<file path="config.mk">
export PLATFORM = sky130hd
export DESIGN_NAME = led_scan_capture_flat
export DESIGN_NICKNAME = d
export VERILOG_FILES = /design/src/rtl/led_scan_capture_if.sv /design/src/rtl/led_scan_capture.sv /design/src/flat_wrapper.sv
export SDC_FILE = /design/constraint.sdc
export NUM_CORES = 2
export LEC_CHECK = 0
export BUFFER_PORTS_ARGS = -buffer_cell sky130_fd_sc_hd__buf_4
export CAP_MARGIN = 20
export CORE_MARGIN = 2
export CORE_UTILIZATION = 59
export CTS_BUF_LIST = sky130_fd_sc_hd__clkbuf_8
export DETAILED_ROUTE_END_ITERATION = 10
export GPL_TIMING_DRIVEN = 1
export PLACE_DENSITY_LB_ADDON = 0.05
export SLEW_MARGIN = 40
export SYNTH_ARGS = -nofsm -noshare
export SYNTH_HDL_FRONTEND = slang
export SYNTH_SLANG_ARGS = --single-unit
</file>
<file path="constraint.sdc">
create_clock -name clk -period 19.6 [get_ports clk]
set_input_delay 1.96 -clock clk [delete_from_list [all_inputs] [get_ports clk]]
set_output_delay 1.96 -clock clk [all_outputs]
set_load 0.03 [all_outputs]
</file>
<file path="src/rtl/led_scan_capture_if.sv">
// Scan-bus observation and frame-buffer read signals for led_scan_capture.
// slave is the monitor; master drives the scan bus and reads the buffer.
interface led_scan_capture_if;
  logic [15:0] led_r;
  logic [15:0] led_c;
  logic        err_clr;
  logic [3:0]  rd_row;
  logic [15:0] rd_data;
  logic        frame_valid;
  logic [7:0]  frame_cnt;
  logic [8:0]  lit_cnt;
  logic        scan_err;

  modport master (
    output led_r, led_c, err_clr, rd_row,
    input  rd_data, frame_valid, frame_cnt, lit_cnt, scan_err
  );

  modport slave (
    input  led_r, led_c, err_clr, rd_row,
    output rd_data, frame_valid, frame_cnt, lit_cnt, scan_err
  );
endinterface

</file>
<file path="src/rtl/led_scan_capture.sv">
// Passive LED-matrix scan monitor: de-glitches each row dwell, rebuilds 16x16
// frames, and exposes the last committed frame through a registered read port.
module led_scan_capture #(
  parameter int unsigned STABLE_CYCLES = 4,
  parameter int unsigned TIMEOUT       = 65535
) (
  input  logic              clk,
  input  logic              reset,
  led_scan_capture_if.slave bus
);

  localparam logic [7:0]  STABLE_LAST = 8'(STABLE_CYCLES - 1);
  localparam logic [19:0] IDLE_MAX    = 20'(TIMEOUT);

  logic [15:0] prev_r_q;
  logic [15:0] prev_c_q;
  logic [7:0]  stable_cnt_q, stable_cnt_d;
  logic        armed_q, armed_d;
  logic [19:0] idle_cnt_q, idle_cnt_d;
  logic [15:0] seen_q, seen_d;
  logic        commit_q, commit_d;
  logic [15:0] work_q  [16];
  logic [15:0] frame_q [16];
  logic [15:0] rd_data_q;
  logic        frame_valid_q;
  logic [7:0]  frame_cnt_q;
  logic [8:0]  lit_cnt_q, lit_cnt_d;
  logic        scan_err_q, scan_err_d;

  logic        same_sample;
  logic        capture;
  logic        row_onehot;
  logic        row_multi;
  logic        cap_row;
  logic        timed_out;
  logic [3:0]  row_idx;

  // Row decode of the live sample; it equals the previous sample on any capture edge.
  assign row_onehot = (bus.led_r != 16'd0) && ((bus.led_r & (bus.led_r - 16'd1)) == 16'd0);
  assign row_multi  = (bus.led_r != 16'd0) && !row_onehot;

  always_comb begin
    row_idx = 4'd0;
    for (int i = 0; i < 16; i++) begin
      if (bus.led_r[i]) row_idx = 4'(i);
    end
  end

  assign same_sample = (bus.led_r == prev_r_q) && (bus.led_c == prev_c_q);

  always_comb begin
    stable_cnt_d = 8'd0;
    if (same_sample) begin
      stable_cnt_d = (stable_cnt_q == 8'hFF) ? stable_cnt_q : stable_cnt_q + 8'd1;
    end
  end

  // armed limits each dwell to a single capture, however long it lasts.
  assign capture = armed_q && (stable_cnt_d == STABLE_LAST);
  assign cap_row = capture && row_onehot;

  always_comb begin
    armed_d = armed_q;
    if (!same_sample) begin
      armed_d = 1'b1;
    end else if (capture) begin
      armed_d = 1'b0;
    end
  end

  always_comb begin
    idle_cnt_d = idle_cnt_q;
    if (cap_row) begin
      idle_cnt_d = 20'd0;
    end else if (idle_cnt_q != IDLE_MAX) begin
      idle_cnt_d = idle_cnt_q + 20'd1;
    end
  end

  assign timed_out = !cap_row && (idle_cnt_d == IDLE_MAX);

  // A row captured on the commit edge belongs to the next frame, so it is
  // OR-ed in after the clear.
  always_comb begin
    seen_d = seen_q;
    if (commit_q || timed_out) begin
      seen_d = 16'd0;
    end
    if (cap_row) begin
      seen_d = seen_d | bus.led_r;
    end
  end

  assign commit_d   = cap_row && (&seen_d);
  assign scan_err_d = (capture && row_multi) || (scan_err_q && !bus.err_clr);

  // work_q already holds the completing row when the commit edge arrives.
  always_comb begin
    lit_cnt_d = 9'd0;
    for (int i = 0; i < 16; i++) begin
      lit_cnt_d = lit_cnt_d + 9'($countones(work_q[i]));
    end
  end

  always_ff @(posedge clk or posedge reset) begin
    if (reset) begin
      prev_r_q      <= 16'd0;
      prev_c_q      <= 16'd0;
      stable_cnt_q  <= 8'd0;
      armed_q       <= 1'b1;
      idle_cnt_q    <= 20'd0;
      seen_q        <= 16'd0;
      commit_q      <= 1'b0;
      frame_valid_q <= 1'b0;
      frame_cnt_q   <= 8'd0;
      lit_cnt_q     <= 9'd0;
      scan_err_q    <= 1'b0;
      rd_data_q     <= 16'd0;
    end else begin
      prev_r_q      <= bus.led_r;
      prev_c_q      <= bus.led_c;
      stable_cnt_q  <= stable_cnt_d;
      armed_q       <= armed_d;
      idle_cnt_q    <= idle_cnt_d;
      seen_q        <= seen_d;
      commit_q      <= commit_d;
      frame_valid_q <= commit_q;
      scan_err_q    <= scan_err_d;
      rd_data_q     <= frame_q[bus.rd_row];
      if (commit_q) begin
        frame_cnt_q <= frame_cnt_q + 8'd1;
        lit_cnt_q   <= lit_cnt_d;
      end
    end
  end

  always_ff @(posedge clk or posedge reset) begin
    if (reset) begin
      for (int i = 0; i < 16; i++) begin
        work_q[i]  <= 16'd0;
        frame_q[i] <= 16'd0;
      end
    end else begin
      for (int i = 0; i < 16; i++) begin
        if (cap_row && (row_idx == 4'(i))) begin
          work_q[i] <= ~bus.led_c;
        end
        if (commit_q) begin
          frame_q[i] <= work_q[i];
        end
      end
    end
  end

  assign bus.rd_data     = rd_data_q;
  assign bus.frame_valid = frame_valid_q;
  assign bus.frame_cnt   = frame_cnt_q;
  assign bus.lit_cnt     = lit_cnt_q;
  assign bus.scan_err    = scan_err_q;

endmodule
</file>
<file path="src/flat_wrapper.sv">
// flat-port wrapper written by rule: the top's interface ports become plain ports
module led_scan_capture_flat 
#(
  parameter int unsigned STABLE_CYCLES = 4,
  parameter int unsigned TIMEOUT       = 65535
)
  (clk, reset, bus_led_r, bus_led_c, bus_err_clr, bus_rd_row, bus_rd_data, bus_frame_valid, bus_frame_cnt, bus_lit_cnt, bus_scan_err);
  led_scan_capture_if bus_i ();
  input  logic clk;
  input  logic reset;
  input wire logic [$bits(bus_i.led_r)-1:0] bus_led_r;
  input wire logic [$bits(bus_i.led_c)-1:0] bus_led_c;
  input wire logic [$bits(bus_i.err_clr)-1:0] bus_err_clr;
  input wire logic [$bits(bus_i.rd_row)-1:0] bus_rd_row;
  output wire logic [$bits(bus_i.rd_data)-1:0] bus_rd_data;
  output wire logic [$bits(bus_i.frame_valid)-1:0] bus_frame_valid;
  output wire logic [$bits(bus_i.frame_cnt)-1:0] bus_frame_cnt;
  output wire logic [$bits(bus_i.lit_cnt)-1:0] bus_lit_cnt;
  output wire logic [$bits(bus_i.scan_err)-1:0] bus_scan_err;
  assign bus_i.led_r = bus_led_r;
  assign bus_i.led_c = bus_led_c;
  assign bus_i.err_clr = bus_err_clr;
  assign bus_i.rd_row = bus_rd_row;
  assign bus_rd_data = bus_i.rd_data;
  assign bus_frame_valid = bus_i.frame_valid;
  assign bus_frame_cnt = bus_i.frame_cnt;
  assign bus_lit_cnt = bus_i.lit_cnt;
  assign bus_scan_err = bus_i.scan_err;
  led_scan_capture #(.STABLE_CYCLES(STABLE_CYCLES), .TIMEOUT(TIMEOUT)) u_core (.clk(clk), .reset(reset), .bus(bus_i));
endmodule
</file>
==> results.md <==
* Met1 Track Usage GR at 0.433
* Pint at 0.00196 W
* CP max-delay cell: fa_1
* Mapped Avg Cell Area at 12.6 sq um
* Root buffer cell: clkbuf_8
* Via Count at 21200
* Max Clk Rate at 0.117 GHz
* Worst-skew pair later-pin latency at 0.73 ns
* Async SR Flop Fraction at 1.00
* CTS hold repair buffers at 0
* Drt total wl at 89.3 mm
* Row count at 89
* RD Place Congestion at 0.942
* Register area share after synthesis at 0.441
* Reg2Reg Depth at 28
* All-layer global routing usage at 0.301
* CP Max Fanout at 3
* Area share of the largest cell type after synthesis at 0.440
* Ys flop type: dfrtp_1
* Top-count cell post-synth: dfrtp_1
* GRT met2 Usage at 0.484
* First-pass DRT Iterations at 5
* Tcrit/Tclk final at 0.436
* Syn_nets at 3271
* P&R area growth vs syn at 9.81%
* Ranking of synthesized cells by area: dfrtp_1 44%, fa_1 15%, mux2_2 8.4%
* CTS H-tree depth at 3
* Adder-Cell Fraction of Synth Area at 0.204
* Mux contribution to synthesized area at 0.198
* GRT Max-Usage Layer: met2
* Hold wc startpoint: u_core.bus.frame_cnt[7]$_DFFE_PP0P_
* Post-route clock skew at 0.0395 ns
* Setup TNS at 0 ns
* Hpwl dp at 65.5 mm
* Worst R2R Start: u_core.work_q[33]$_DFFE_PP0P_
* P_leak at 20.6 nW
* GR Overflow Total at 0
* CP Launch Type: register
* Tightest Hold Check Type: reg2reg
* Clk sinks at 625
* Endpoints failing hold at 0
* IO Pins at 74
* Post-synth cell types at 66
* Setup CP Type: reg2reg
* DRC viols at 0
* CTS clk-pin slew, worst paths at 0.06 ns
* Die span in x at 249 um
* Die ar. at 62200 sq um
* Worst path most repeated cell: fa_1
* Synth Area in XOR/XNOR at 0.0153
* Starting Density at 0.599
* Worst-Margin Slew at 0.828 ns
* P_sw at 0.000608 W
* First-pass GRT wire length at 140 mm
* Vias in the first global route at 23100
* Synth Area in Simple Gates at 0.0314
* Minimum clock period at 8.55 ns
* Sw Share at 0.237
* #FFs+latches synth at 625
* CTS max path bufs at 3
* NumNets Final at 3340
* Cells after DPL at 3543
* Post-Syn Area at 35500 sq um
* Worst EP required at 20.18 ns
* Chip Height at 249 um
* GR Util met3 at 0.0423
* Fin cells at 3732
* Post-synth top area cell: dfrtp_1
* Post-CTS Setup Bufs at 0
* Port Buffers at 73
* Worst path arrival time at 9.13 ns
* Layout cells sized above 1 at 0.209
* Largest net degree at the start of global routing at 143
* Synthesis Warnings at 0
* Sequential Power Share at 0.505
* Main combinational cell family by area after synthesis: adder cells
* Hold Path End: u_core.bus.frame_cnt[7]$_DFFE_PP0P_
* Fin. max-slew vios at 0
* Slew headroom at 0.448
* Number of flops mapped to enable cells by yosys at 0
* Synth Area in Compound Gates at 0.0280
* Hold Path Depth at 1
* Clock Power Share at 0.460
* Final setup margin at 11.05 ns
* Post-Synthesis Cells at 2810
* Initial antenna violation count at 7
* Post_cts resized at 0
* Cts bufs inserted at 106
* Most frequent cells after synthesis: 624 x dfrtp_1, 623 x inv_1, 264 x mux2_2
* Drt initial violations at 1372
* Peak VDD IR at 0.0662 mV
* Drt wl/cell at 23.9 um
* TritonCTS clock tree: done
* Post-DRT Antenna Nets at 0
* Final hold slack at 0.477 ns
* Setup Viol. Count Final at 0
* Dpl ws at 11.08 ns
* Unrepaired setup endpoints after global routing: no
* Reg-to-Reg End: u_core.bus.lit_cnt[7]$_DFFE_PP0P_
* Crit end category: register
* Power density cells at 65.8 nW/um^2
* Core Area at 59200 sq um
* Max-Cap Viols at 0
* Gate power share at 0.035
* Fin util at 0.658
* Avg Vias per Cell at 5.68
* Flop2flop setup slack at 11.05 ns
* Status: complete, no violations
* Critical Path Max Stage Delay at 0.62 ns
==> worst max-delay path by stage <==
stage	slack, ns	end	cells after the start	startpoint
global placement	11.15	u_core.bus.lit_cnt[8]$_DFFE_PP0P_	26	u_core.work_q[32]$_DFFE_PP0P_
detailed placement	11.08	u_core.bus.lit_cnt[7]$_DFFE_PP0P_	28	u_core.work_q[33]$_DFFE_PP0P_
floorplan	0.14	u_core.bus.frame_cnt[0]$_DFFE_PP0P_	1	reset
global route	10.71	u_core.bus.lit_cnt[7]$_DFFE_PP0P_	28	u_core.work_q[33]$_DFFE_PP0P_
CTS	11.04	u_core.bus.lit_cnt[7]$_DFFE_PP0P_	28	u_core.work_q[33]$_DFFE_PP0P_
finish	11.05	u_core.bus.lit_cnt[7]$_DFFE_PP0P_	28	u_core.work_q[33]$_DFFE_PP0P_
==> flip-flops by register name, indices dropped and copies added, names as in the netlist <==
register and flops:
u_core.commit_q 1, u_core.bus.scan_err 1, u_core.prev_c_q 16, u_core.bus.lit_cnt 9
u_core.idle_cnt_q 20, u_core.work_q 256, u_core.bus.frame_valid 1, u_core.prev_r_q 16
u_core.bus.frame_cnt 8, u_core.seen_q 16, u_core.stable_cnt_q 8, u_core.bus.rd_data 16
u_core.frame_q 256, u_core.armed_q 1
==> worst max-delay path, delay by kind of cell, from the launching register on <==
kind | cells | cell delay, ns
xor+xnor | 1 | 0.08
compound gates | 4 | 0.69
mux | 1 | 0.25
fa+ha+maj | 14 | 6.53
flops | 1 | 0.40
buf+inv | 8 | 0.48
==> cell families after synthesis <==
family,after synthesis
buf+inv,765
mux,571
compound gates,152
xor+xnor,62
flops,625
simple gates,211
fa+ha+maj,424
==> cell usage in the layout, fill, tap and decap left out, types with 5 or more instances in the layout <==
master    Yosys  final
o21ai_1      11     11
clkinv_2      0      5
a21o_1       21     21
xor2_1       11     11
and4_1        5      5
nand2_1      40     38
a21oi_1      22     22
xnor2_1      51     51
inv_1       623    657
clkbuf_8      0    139
nand4_1      26     26
nor2_1       48     47
buf_6         3      6
nor4_2        3      5
buf_4         6     88
nor4_1       11      9
mux2_2      264    264
fa_1        258    258
nand3_1      14     14
mux2i_1     227    227
mux4_2       80     80
and3_1        5      5
or4_1         6      6
dfrtp_1     624    623
a31oi_1       6      6
o21ai_0      48     48
ha_1        164    164
nor3_1       27     26
==> per-stage QoR <==
| step | area [sq um] | total power [W] |
|---|---|---|
| detailed placement | 36800 | 0.00141 |
| global route | 39000 | 0.00266 |
| finish | 39000 | 0.00257 |
| global placement | 36700 | 0.00141 |
| floorplan | 35500 | 0.00137 |
| CTS | 38900 | 0.00259 |
==> area by class of cell <==
type	count	area, sq um
diodes	2	5.00
clock buffers	139	1910
clock inverters	47	234
fillers	4499	20300
inverters	624	2350
multi-input cells	1420	17000
flip-flops and latches	625	15600
well taps	773	967
repair buffers	102	893
==> power groups by stage <==
| stage | clock [W] | combinational, W | sequential (W) |
|---|---|---|---|
| 6_report | 0.00118 | 0.0000898 | 0.00130 |
| 5_1_grt | 0.00126 | 0.0000982 | 0.00130 |
| 4_1_cts | 0.00120 | 0.0000919 | 0.00130 |
| 3_5_place_dp | 0 | 0.0000917 | 0.00132 |
| 3_3_place_gp | 0 | 0.0000891 | 0.00132 |
| 2_1_floorplan | 0 | 0.0000543 | 0.00132 |
==> layer usage <==
layer	share of wire	up-vias
li1	-	9264
met1	0.44	11300
met2	0.48	534
met3	0.048	127
met4	0.029	0
met5	0	-
No activity file was read; power rests on OpenSTA's default activity.
